<file path="src/rtl/risc_pkg.sv">
// Shared types for the instruction-fetch path: address/data widths, fetch FSM
// states and the queue entry that pairs a fetched word with its address.
package risc_pkg;

    localparam int ADDR_W = 30;
    localparam int DATA_W = 32;

    typedef enum logic {
        FETCH = 1'b0,
        DRAIN = 1'b1
    } fetch_state_e;

    typedef struct packed {
        logic [ADDR_W-1:0] pc;
        logic [DATA_W-1:0] instr;
    } fetch_entry_t;

endpackage

</file>
<file path="src/rtl/fetch_queue.sv">
// Small synchronous FIFO of fetched instructions; flush and rst both empty it.
// Storage is not reset: only pointers and count carry meaning.
module fetch_queue
    import risc_pkg::*;
#(
    parameter int QDEPTH = 2,
    localparam int PTR_W = $clog2(QDEPTH),
    localparam int CNT_W = PTR_W + 1
) (
    input  logic             clk,
    input  logic             rst,
    input  logic             flush,
    input  logic             push,
    input  fetch_entry_t     push_data,
    input  logic             pop,
    output fetch_entry_t     head,
    output logic [CNT_W-1:0] count
);

    fetch_entry_t     mem_q [QDEPTH];
    logic [PTR_W-1:0] wr_ptr_q, wr_ptr_d;
    logic [PTR_W-1:0] rd_ptr_q, rd_ptr_d;
    logic [CNT_W-1:0] count_q, count_d;
    logic             do_push, do_pop;

    always_comb begin
        do_pop   = pop && (count_q != '0);
        do_push  = push && ((count_q != CNT_W'(QDEPTH)) || do_pop);
        wr_ptr_d = wr_ptr_q;
        rd_ptr_d = rd_ptr_q;
        count_d  = count_q;
        if (flush) begin
            wr_ptr_d = '0;
            rd_ptr_d = '0;
            count_d  = '0;
        end else begin
            if (do_push) wr_ptr_d = wr_ptr_q + 1'b1;
            if (do_pop)  rd_ptr_d = rd_ptr_q + 1'b1;
            count_d = count_q + CNT_W'(do_push) - CNT_W'(do_pop);
        end
    end

    always_ff @(posedge clk) begin
        if (rst) begin
            wr_ptr_q <= '0;
            rd_ptr_q <= '0;
            count_q  <= '0;
        end else begin
            wr_ptr_q <= wr_ptr_d;
            rd_ptr_q <= rd_ptr_d;
            count_q  <= count_d;
        end
    end

    always_ff @(posedge clk) begin
        if (do_push && !flush) mem_q[wr_ptr_q] <= push_data;
    end

    assign head  = mem_q[rd_ptr_q];
    assign count = count_q;

endmodule

</file>
<file path="src/rtl/inst_fetch_unit.sv">
// Instruction fetch: owns the PC, runs the one-outstanding imem handshake,
// handles redirects (draining an in-flight read) and feeds decode from a queue.
module inst_fetch_unit #(
    parameter int                      ADDR_W   = risc_pkg::ADDR_W,
    parameter int                      DATA_W   = risc_pkg::DATA_W,
    parameter int                      QDEPTH   = 2,
    parameter logic [ADDR_W-1:0]       RESET_PC = '0
) (
    input  logic              clk,
    input  logic              rst,
    input  logic              redirect_valid,
    input  logic [ADDR_W-1:0] redirect_pc,
    output logic              imem_req,
    output logic [ADDR_W-1:0] imem_addr,
    input  logic              imem_ack,
    input  logic [DATA_W-1:0] imem_rdata,
    output logic              if_valid,
    output logic [ADDR_W-1:0] if_pc,
    output logic [DATA_W-1:0] if_instr,
    input  logic              if_ready
);
    import risc_pkg::*;

    localparam int CNT_W = $clog2(QDEPTH) + 1;

    fetch_state_e      state_q, state_d;
    logic [ADDR_W-1:0] pc_q, pc_d;
    logic [ADDR_W-1:0] addr_q, addr_d;
    logic [ADDR_W-1:0] drain_pc_q, drain_pc_d;
    logic              req_q, req_d;

    logic              ack_ok, flush, push, pop;
    fetch_entry_t      push_data, head;
    logic [CNT_W-1:0]  count, count_next;

    fetch_queue #(.QDEPTH(QDEPTH)) u_queue (
        .clk       (clk),
        .rst       (rst),
        .flush     (flush),
        .push      (push),
        .push_data (push_data),
        .pop       (pop),
        .head      (head),
        .count     (count)
    );

    always_comb begin
        ack_ok     = imem_ack && req_q;
        pop        = (count != '0) && if_ready;
        state_d    = state_q;
        pc_d       = pc_q;
        drain_pc_d = drain_pc_q;
        flush      = 1'b0;
        push       = 1'b0;
        push_data  = '{pc: pc_q, instr: imem_rdata};

        case (state_q)
            FETCH: begin
                if (redirect_valid) begin
                    flush = 1'b1;
                    // An unacked read cannot be cancelled on the bus, so wait it out.
                    if (req_q && !ack_ok) begin
                        state_d    = DRAIN;
                        drain_pc_d = redirect_pc;
                    end else begin
                        pc_d = redirect_pc;
                    end
                end else if (ack_ok) begin
                    push = 1'b1;
                    pc_d = pc_q + 1'b1;
                end
            end
            DRAIN: begin
                if (redirect_valid) begin
                    flush      = 1'b1;
                    drain_pc_d = redirect_pc;
                end
                if (ack_ok) begin
                    state_d = FETCH;
                    pc_d    = drain_pc_d;
                end
            end
            default: state_d = FETCH;
        endcase

        // Credit check uses next-cycle occupancy so the queue can never overflow.
        count_next = flush ? '0 : count + CNT_W'(push) - CNT_W'(pop);
        if (req_q && !ack_ok) begin
            req_d  = 1'b1;
            addr_d = addr_q;
        end else begin
            req_d  = (count_next < CNT_W'(QDEPTH));
            addr_d = pc_d;
        end
    end

    always_ff @(posedge clk) begin
        if (rst) begin
            state_q    <= FETCH;
            pc_q       <= RESET_PC;
            addr_q     <= RESET_PC;
            drain_pc_q <= '0;
            req_q      <= 1'b0;
        end else begin
            state_q    <= state_d;
            pc_q       <= pc_d;
            addr_q     <= addr_d;
            drain_pc_q <= drain_pc_d;
            req_q      <= req_d;
        end
    end

    assign imem_req  = req_q;
    assign imem_addr = addr_q;
    assign if_valid  = (count != '0);
    assign if_pc     = head.pc;
    assign if_instr  = head.instr;

endmodule

</file>
<file path="config.mk">
export PLATFORM = sky130hd
export DESIGN_NAME = inst_fetch_unit
export DESIGN_NICKNAME = d
export VERILOG_FILES = /design/src/rtl/risc_pkg.sv /design/src/rtl/fetch_queue.sv /design/src/rtl/inst_fetch_unit.sv
export SDC_FILE = /design/constraint.sdc
export NUM_CORES = 1
export LEC_CHECK = 0
export BUFFER_PORTS_ARGS = -buffer_cell sky130_fd_sc_hd__buf_2
export CAP_MARGIN = 20
export CELL_PAD_IN_SITES_DETAIL_PLACEMENT = 0
export CELL_PAD_IN_SITES_GLOBAL_PLACEMENT = 1
export CORE_ASPECT_RATIO = 1.25
export CORE_MARGIN = 2
export CORE_UTILIZATION = 48
export CTS_CLUSTER_SIZE = 25
export DETAILED_ROUTE_END_ITERATION = 7
export PLACE_DENSITY = 0.9
export SYNTH_ARGS = -nofsm -noshare
export SYNTH_HDL_FRONTEND = slang
export SYNTH_SLANG_ARGS = --single-unit
</file>
<file path="constraint.sdc">
create_clock -name clk -period 11.81 [get_ports clk]
set_input_delay 2.362 -clock clk [delete_from_list [all_inputs] [get_ports clk]]
set_output_delay 2.362 -clock clk [all_outputs]
set_load 0.05 [all_outputs]
</file>
==> impl_metrics.yaml, run 1 <==
min_path:
  hold_class: "reg -> reg"
  hold_depth: 2
detailed_routing:
  ant_nets: 0
  drt_iter0_drc: 586
  num_vias: 7071
  vias_per_cell: 5.51
  wl_per_cell_um: 18.0
  drt_wl_total_um: 23100
  drc: 0
  first_pass_iters: 5
pwr:
  power_mw: 1.73
  leakage_nw: 4.27
  powerDensity_nw_per_um2: 152
  irDropWorstVdd_uv: 91.6
cells_and_area:
  diodes: 0
  drive_gt1_share_pct: 28.2
  fin_util_pct: 56.6
  stdcell_count: 1283
  area_growth_pct: 16.4
  nets: 1070
timing:
  slew_headroom_pct: 31.0
  rsz0062_at_grt: "no"
  max_freq_mhz: 197
  fin_crit_ns: 5.08
  worstMarginPinSlew_ns: 1.03
  final.setup.tns_ns: 0
  slew_violations: 0
  fin_crit_sh_pct: 43.0
  setup_viol: 0
  fin_skew_ns: 0.00757
  finalHoldViolations: 0
synth:
  synth_top_area_share_pct: 38.2
  yosys_warnings: 0
  synth_cell_types: 61
  synth_ff_type: "edfxtp_1"
  syn_area_per_cell_um2: 11.1
  ys_async_sr_fraction_pct: 0
  synthCells: 876
  yosys-top-cells-area: "edfxtp_1 38%, dfxtp_1 20%, mux2_2 7.3%"
  yosysSeqAreaShare_pct: 58.1
  netlist_top_cells_count: "124 x edfxtp_1, 122 x nand2_1, 97 x dfxtp_1"
  synth_largest_area_cell: "edfxtp_1"
  yosys_register_bits: 221
  synth-edff-count: 124
  synth.most_common_cell: "edfxtp_1"
  synth_area_um2: 9750
  synth_nets: 946
floorplanning:
  rows: 58
  start_util_pct: 48.7
  core_um2: 20000
  io_pins: 161
  die_h_um: 163
  fp.dieW_um: 131
  dieArea_um2: 21500
place:
  port_buffers: 160
  dpl.hpwl_um: 15100
  gp_congestion: 0.857
  dp.cells: 1247
grt:
  grt_pass1_wl_um: 36200
  gr-total-overflow: 0
  grt_antenna_before_repair: 0
  grt_use_total_pct: 20.9
  grt_start_max_net_pins: 98
  grt_pass1_vias: 6738
setup_path:
  cp_num_cells: 7
  path_buf_inv: 4
  crit_top_cell: "buf_4"
  crit_path_start_kind: "input pin"
  arrival_ns: 5.19
  slowest_delay_ns: 0.64
  critPathRequiredTime_ns: 11.92
  crit_chain: "buf_2 -> buf_4 -> inv_1 -> nand2_1 -> a211oi_1 -> nor2b_4 -> buf_4"
  end_kind: "register"
  cp_top_family: "buffers and inverters"
  rr_worst_depth: 5
  critPathSlowestCell: "buf_4"
  critPathMaxFanout: 62
  criticalPathCategory: "in -> reg"
clock_tree:
  ctsHoldBuffers: 0
  cts_tree: "done"
  clkSinkCount: 221
  postCtsSetupBuffers: 0
  clockRootBuffer: "clkbuf_16"
  cts_resized: 0
  cts_buffers: 21
  clockBufferDepth: 3
  clk_latency_ns: 0.49
  clk_pin_slew_ns: 0.06
  ctsHtreeMaxLevel: 1
outcome:
  outcome: "finished clean"
run:
  cap_violations: 0
==> metal layers <==
metal	vias to the layer above	GRT usage (%)	wire length, µm
met4	0	5.63	433
li1	3474	-	-
met2	210	34.2	10900
met5	-	0	0
met1	3360	29.2	10600
met3	27	2.98	1120
==> worst reg2reg max path: stages (launching register included) <==
cell,delay (ns)
dfxtp_1,0.31
inv_1,0.47
nand2_1,0.51
a211oi_1,0.61
nor2b_4,0.24
buf_4,0.64
==> cell usage in the layout, fill, tap and decap left out, types with 10 or more instances in the layout <==
cell type,instances
a211oi_1,35
a21oi_1,65
a311oi_1,10
buf_2,160
buf_4,10
clkbuf_16,21
dfxtp_1,96
edfxtp_1,124
mux2_2,63
mux2i_1,29
nand2_1,122
nand3_1,10
nor2_1,68
nor3_1,14
o21ai_0,20
==> per-stage QoR <==
stage          hold WS, ns  area, µm²  worst slack [ns]
2_1_floorplan        0.420       9750              5.19
3_3_place_gp         0.437      10700              6.35
3_5_place_dp         0.442      10700              6.27
4_1_cts              0.451      11300              6.78
5_1_grt              0.467      11300              6.49
6_report             0.449      11300              6.73
==> where the power goes <==
| part | internal [mW] | switching, mW | total [mW] |
|---|---|---|---|
| Sequential | 0.845 | 0.0321 | 0.878 |
| Clock | 0.367 | 0.267 | 0.635 |
| Combinational | 0.0657 | 0.151 | 0.217 |
| Total | 1.28 | 0.450 | 1.73 |
==> area by class of cell <==
cell class / count / area (µm²)
sequential: 221 / 5670
clock buffer: 23 / 533
tap: 270 / 338
multi-input combinational: 579 / 3790
fill: 1793 / 8690
inverter: 7 / 26.3
clock inverter: 13 / 111
timing repair buffer: 170 / 876
==> state kept, by name, summed over array words and instances, names as in the netlist, 2 cells and up, named ones only <==
name / count
pc_q: 30
u_queue.count: 2
drain_pc_q: 30
imem_addr: 30
u_queue.mem_q: 124
==> final timing paths <==
path / from / endpoint / slack [ns]
max reg2reg: state_q / u_queue.mem_q[0][32] / 8.62
min reg2reg: drain_pc_q[17] / drain_pc_q[17] / 0.45
max: redirect_valid / u_queue.mem_q[0][32] / 6.73
min: drain_pc_q[17] / drain_pc_q[17] / 0.45
==> logic make-up after synthesis <==
logic type,count (synthesis),synth area share [%]
simple gates,277,13.5
flops,221,58.1
compound gates,193,13.2
mux,92,10.3
buf+inv,76,3.29
xor+xnor,14,1.26
fa+ha+maj,3,0.385
Power figures use the tool's default switching activity.
==> inputs of run 2 (changes only) <==
--- a/config.mk
+++ b/config.mk
@@ -11,10 +11,10 @@
 export CELL_PAD_IN_SITES_GLOBAL_PLACEMENT = 1
 export CORE_ASPECT_RATIO = 1.25
 export CORE_MARGIN = 2
-export CORE_UTILIZATION = 48
+export CORE_UTILIZATION = 40
 export CTS_CLUSTER_SIZE = 25
 export DETAILED_ROUTE_END_ITERATION = 7
-export PLACE_DENSITY = 0.9
+export PLACE_DENSITY = 0.81
 export SYNTH_ARGS = -nofsm -noshare
 export SYNTH_HDL_FRONTEND = slang
 export SYNTH_SLANG_ARGS = --single-unit
==> constraint.sdc (replaced) <==
create_clock -name clk -period 4.08 [get_ports clk]
set_input_delay 0.816 -clock clk [delete_from_list [all_inputs] [get_ports clk]]
set_output_delay 0.816 -clock clk [all_outputs]
set_load 0.05 [all_outputs]
==> run 2 against run 1 <==
Clock power grew to 3.1 times the previous value. Register-to-register slack lost 7.4 ns. Cell count grew 5.2%. First-iteration DRC count shrank 9.7%. Sequential share of layout area shrank 1.1 points. Cell area grew 2.2%. Largest power group unchanged. Clock skew grew 0.0086 ns. Count of clock-buffer cells in the layout grew 5. Worst setup slack lost 5.8 ns. Power grew to 3.0 times the previous value. Critical path type is now reg -> out. Combinational power grew to 2.9 times the previous value. Sequential power grew to 2.9 times the previous value.
==> impl_metrics.yaml, run 2 (same netlist as run 1, synthesis figures left out) <==
outcome:
  outcome: "finished clean"
grt:
  grt_pass1_vias: 6603
  grt_pass1_wl_um: 35900
  grt_use_total_pct: 17.7
  gr-total-overflow: 0
  grt_antenna_before_repair: 0
  grt_start_max_net_pins: 89
timing:
  rsz0062_at_grt: "no"
  slew_violations: 0
  worst_slack_ns: 0.980
  max_freq_mhz: 323
  finalHoldViolations: 0
  fin_skew_ns: 0.0162
  fin_crit_ns: 3.10
  worstMarginPinSlew_ns: 0.996
  fin_crit_sh_pct: 76.0
  slew_headroom_pct: 33.6
  setup_viol: 0
  final.setup.tns_ns: 0
setup_path:
  arrival_ns: 2.28
  critPathRequiredTime_ns: 3.26
  end_kind: "output pin"
  path_buf_inv: 2
  crit_path_start_kind: "register"
  r2r_slack_ns: 1.18
  criticalPathCategory: "reg -> out"
  crit_chain: "buf_4 -> mux2_2 -> buf_2"
  slowest_delay_ns: 0.79
  critPathMaxFanout: 30
  cp_top_family: "flip-flops"
  critPathSlowestCell: "dfxtp_2"
cells_and_area:
  drive_gt1_share_pct: 29.5
  fin_util_pct: 48.7
  diodes: 0
  stdcell_count: 1350
  fin_area_um2: 11600
  area_growth_pct: 18.9
  largest_reg_flops: 124
  final_common_cell: "buf_2"
  nets: 1079
  final_cell_mix: "160 x buf_2, 124 x edfxtp_1, 122 x nand2_1, 96 x dfxtp_1, 68 x nor2_1"
  top_register: "u_queue.mem_q"
detailed_routing:
  first_pass_iters: 5
  drt_wl_total_um: 23200
  num_vias: 7084
  drt_iter0_drc: 529
  drc: 0
  ant_nets: 0
  vias_per_cell: 5.25
  wl_per_cell_um: 17.2
place:
  place_area_um2: 10900
  dp.cells: 1310
  dpl.hpwl_um: 16100
  port_buffers: 160
  gp_congestion: 0.847
  post-place-ws_ns: 1.03
clock_tree:
  ctsHoldBuffers: 0
  clkSinkCount: 221
  cts_resized: 0
  postCtsSetupBuffers: 0
  clk_latency_ns: 0.51
  clockBufferDepth: 3
  clockRootBuffer: "clkbuf_16"
  clk_pin_slew_ns: 0.06
  ctsHtreeMaxLevel: 1
  cts_buffers: 22
  cts_tree: "done"
floorplanning:
  io_pins: 161
  fp.dieW_um: 144
  start_util_pct: 40.9
  die_h_um: 179
  rows: 63
  dieArea_um2: 25600
  core_um2: 23800
pwr:
  irDropWorstVdd_uv: 226
  powerDensity_nw_per_um2: 445
  leakage_nw: 4.36
run:
  cap_violations: 0
min_path:
  hold_class: "reg -> reg"
==> run 2: cell count changes in the layout (fill, tap and decap cells not counted), moves of 2 or more <==
| cell | before | now |
|---|---|---|
| clkinvlp_4 | 0 | 3 |
| clkinvlp_2 | 2 | 0 |
| clkbuf_8 | 0 | 2 |
| buf_4 | 10 | 15 |
| clkinv_1 | 6 | 1 |
| clkbuf_16 | 21 | 24 |
| clkinv_2 | 2 | 6 |
| buf_12 | 0 | 3 |
==> run 2: report_power, final <==
| group | internal [mW] | total, mW | switching [mW] | leakage (nW) |
|---|---|---|---|---|
| Combinational | 0.196 | 0.629 | 0.433 | 2.05 |
| Clock | 1.17 | 1.99 | 0.821 | 0.356 |
| Sequential | 2.45 | 2.54 | 0.0935 | 1.95 |
| Total | 3.81 | 5.16 | 1.35 | 4.36 |
==> run 2: through the flow <==
step | power, mW | hold WS (ns)
after floorplan | 3.01 | 0.420
after global placement | 3.21 | 0.438
after detailed placement | 3.22 | 0.442
after CTS | 5.21 | 0.452
after global routing | 5.35 | 0.467
final | 5.16 | 0.451
==> run 2: worst min-delay path, stage by stage, from the launching register on <==
cell     delay, ns
dfxtp_1       0.31
nand2_1       0.05
a21oi_1       0.05
==> run 2: layer usage <==
metal  vias to the layer above  global-route usage (%)  wire length, µm  part of all wire [%]
met5                         -                       0                0                     0
met4                         0                    5.11              463                   2.0
met3                        28                    3.14             1150                   5.0
met2                       190                    28.8            11000                    47
met1                      3363                    24.1            10600                    46
li1                       3503                       -                -                     -
==> run 2: final timing paths <==
kind,to,start,cells after the start
worst min register to register,drain_pc_q[24],drain_pc_q[24],2
worst max register to register,imem_addr[24],imem_req,5
worst min-delay path,drain_pc_q[24],drain_pc_q[24],2
worst max-delay path,if_pc[11],register,3
==> run 2: final cells by class <==
type                    instances  area (µm²)
flip-flops and latches        221        5670
fillers                      2199       12200
repair buffers                178         973
inverters                       7        26.3
multi-input cells             579        3790
clock buffers                  28         636
well taps                     325         407
clock inverters                12        95.1
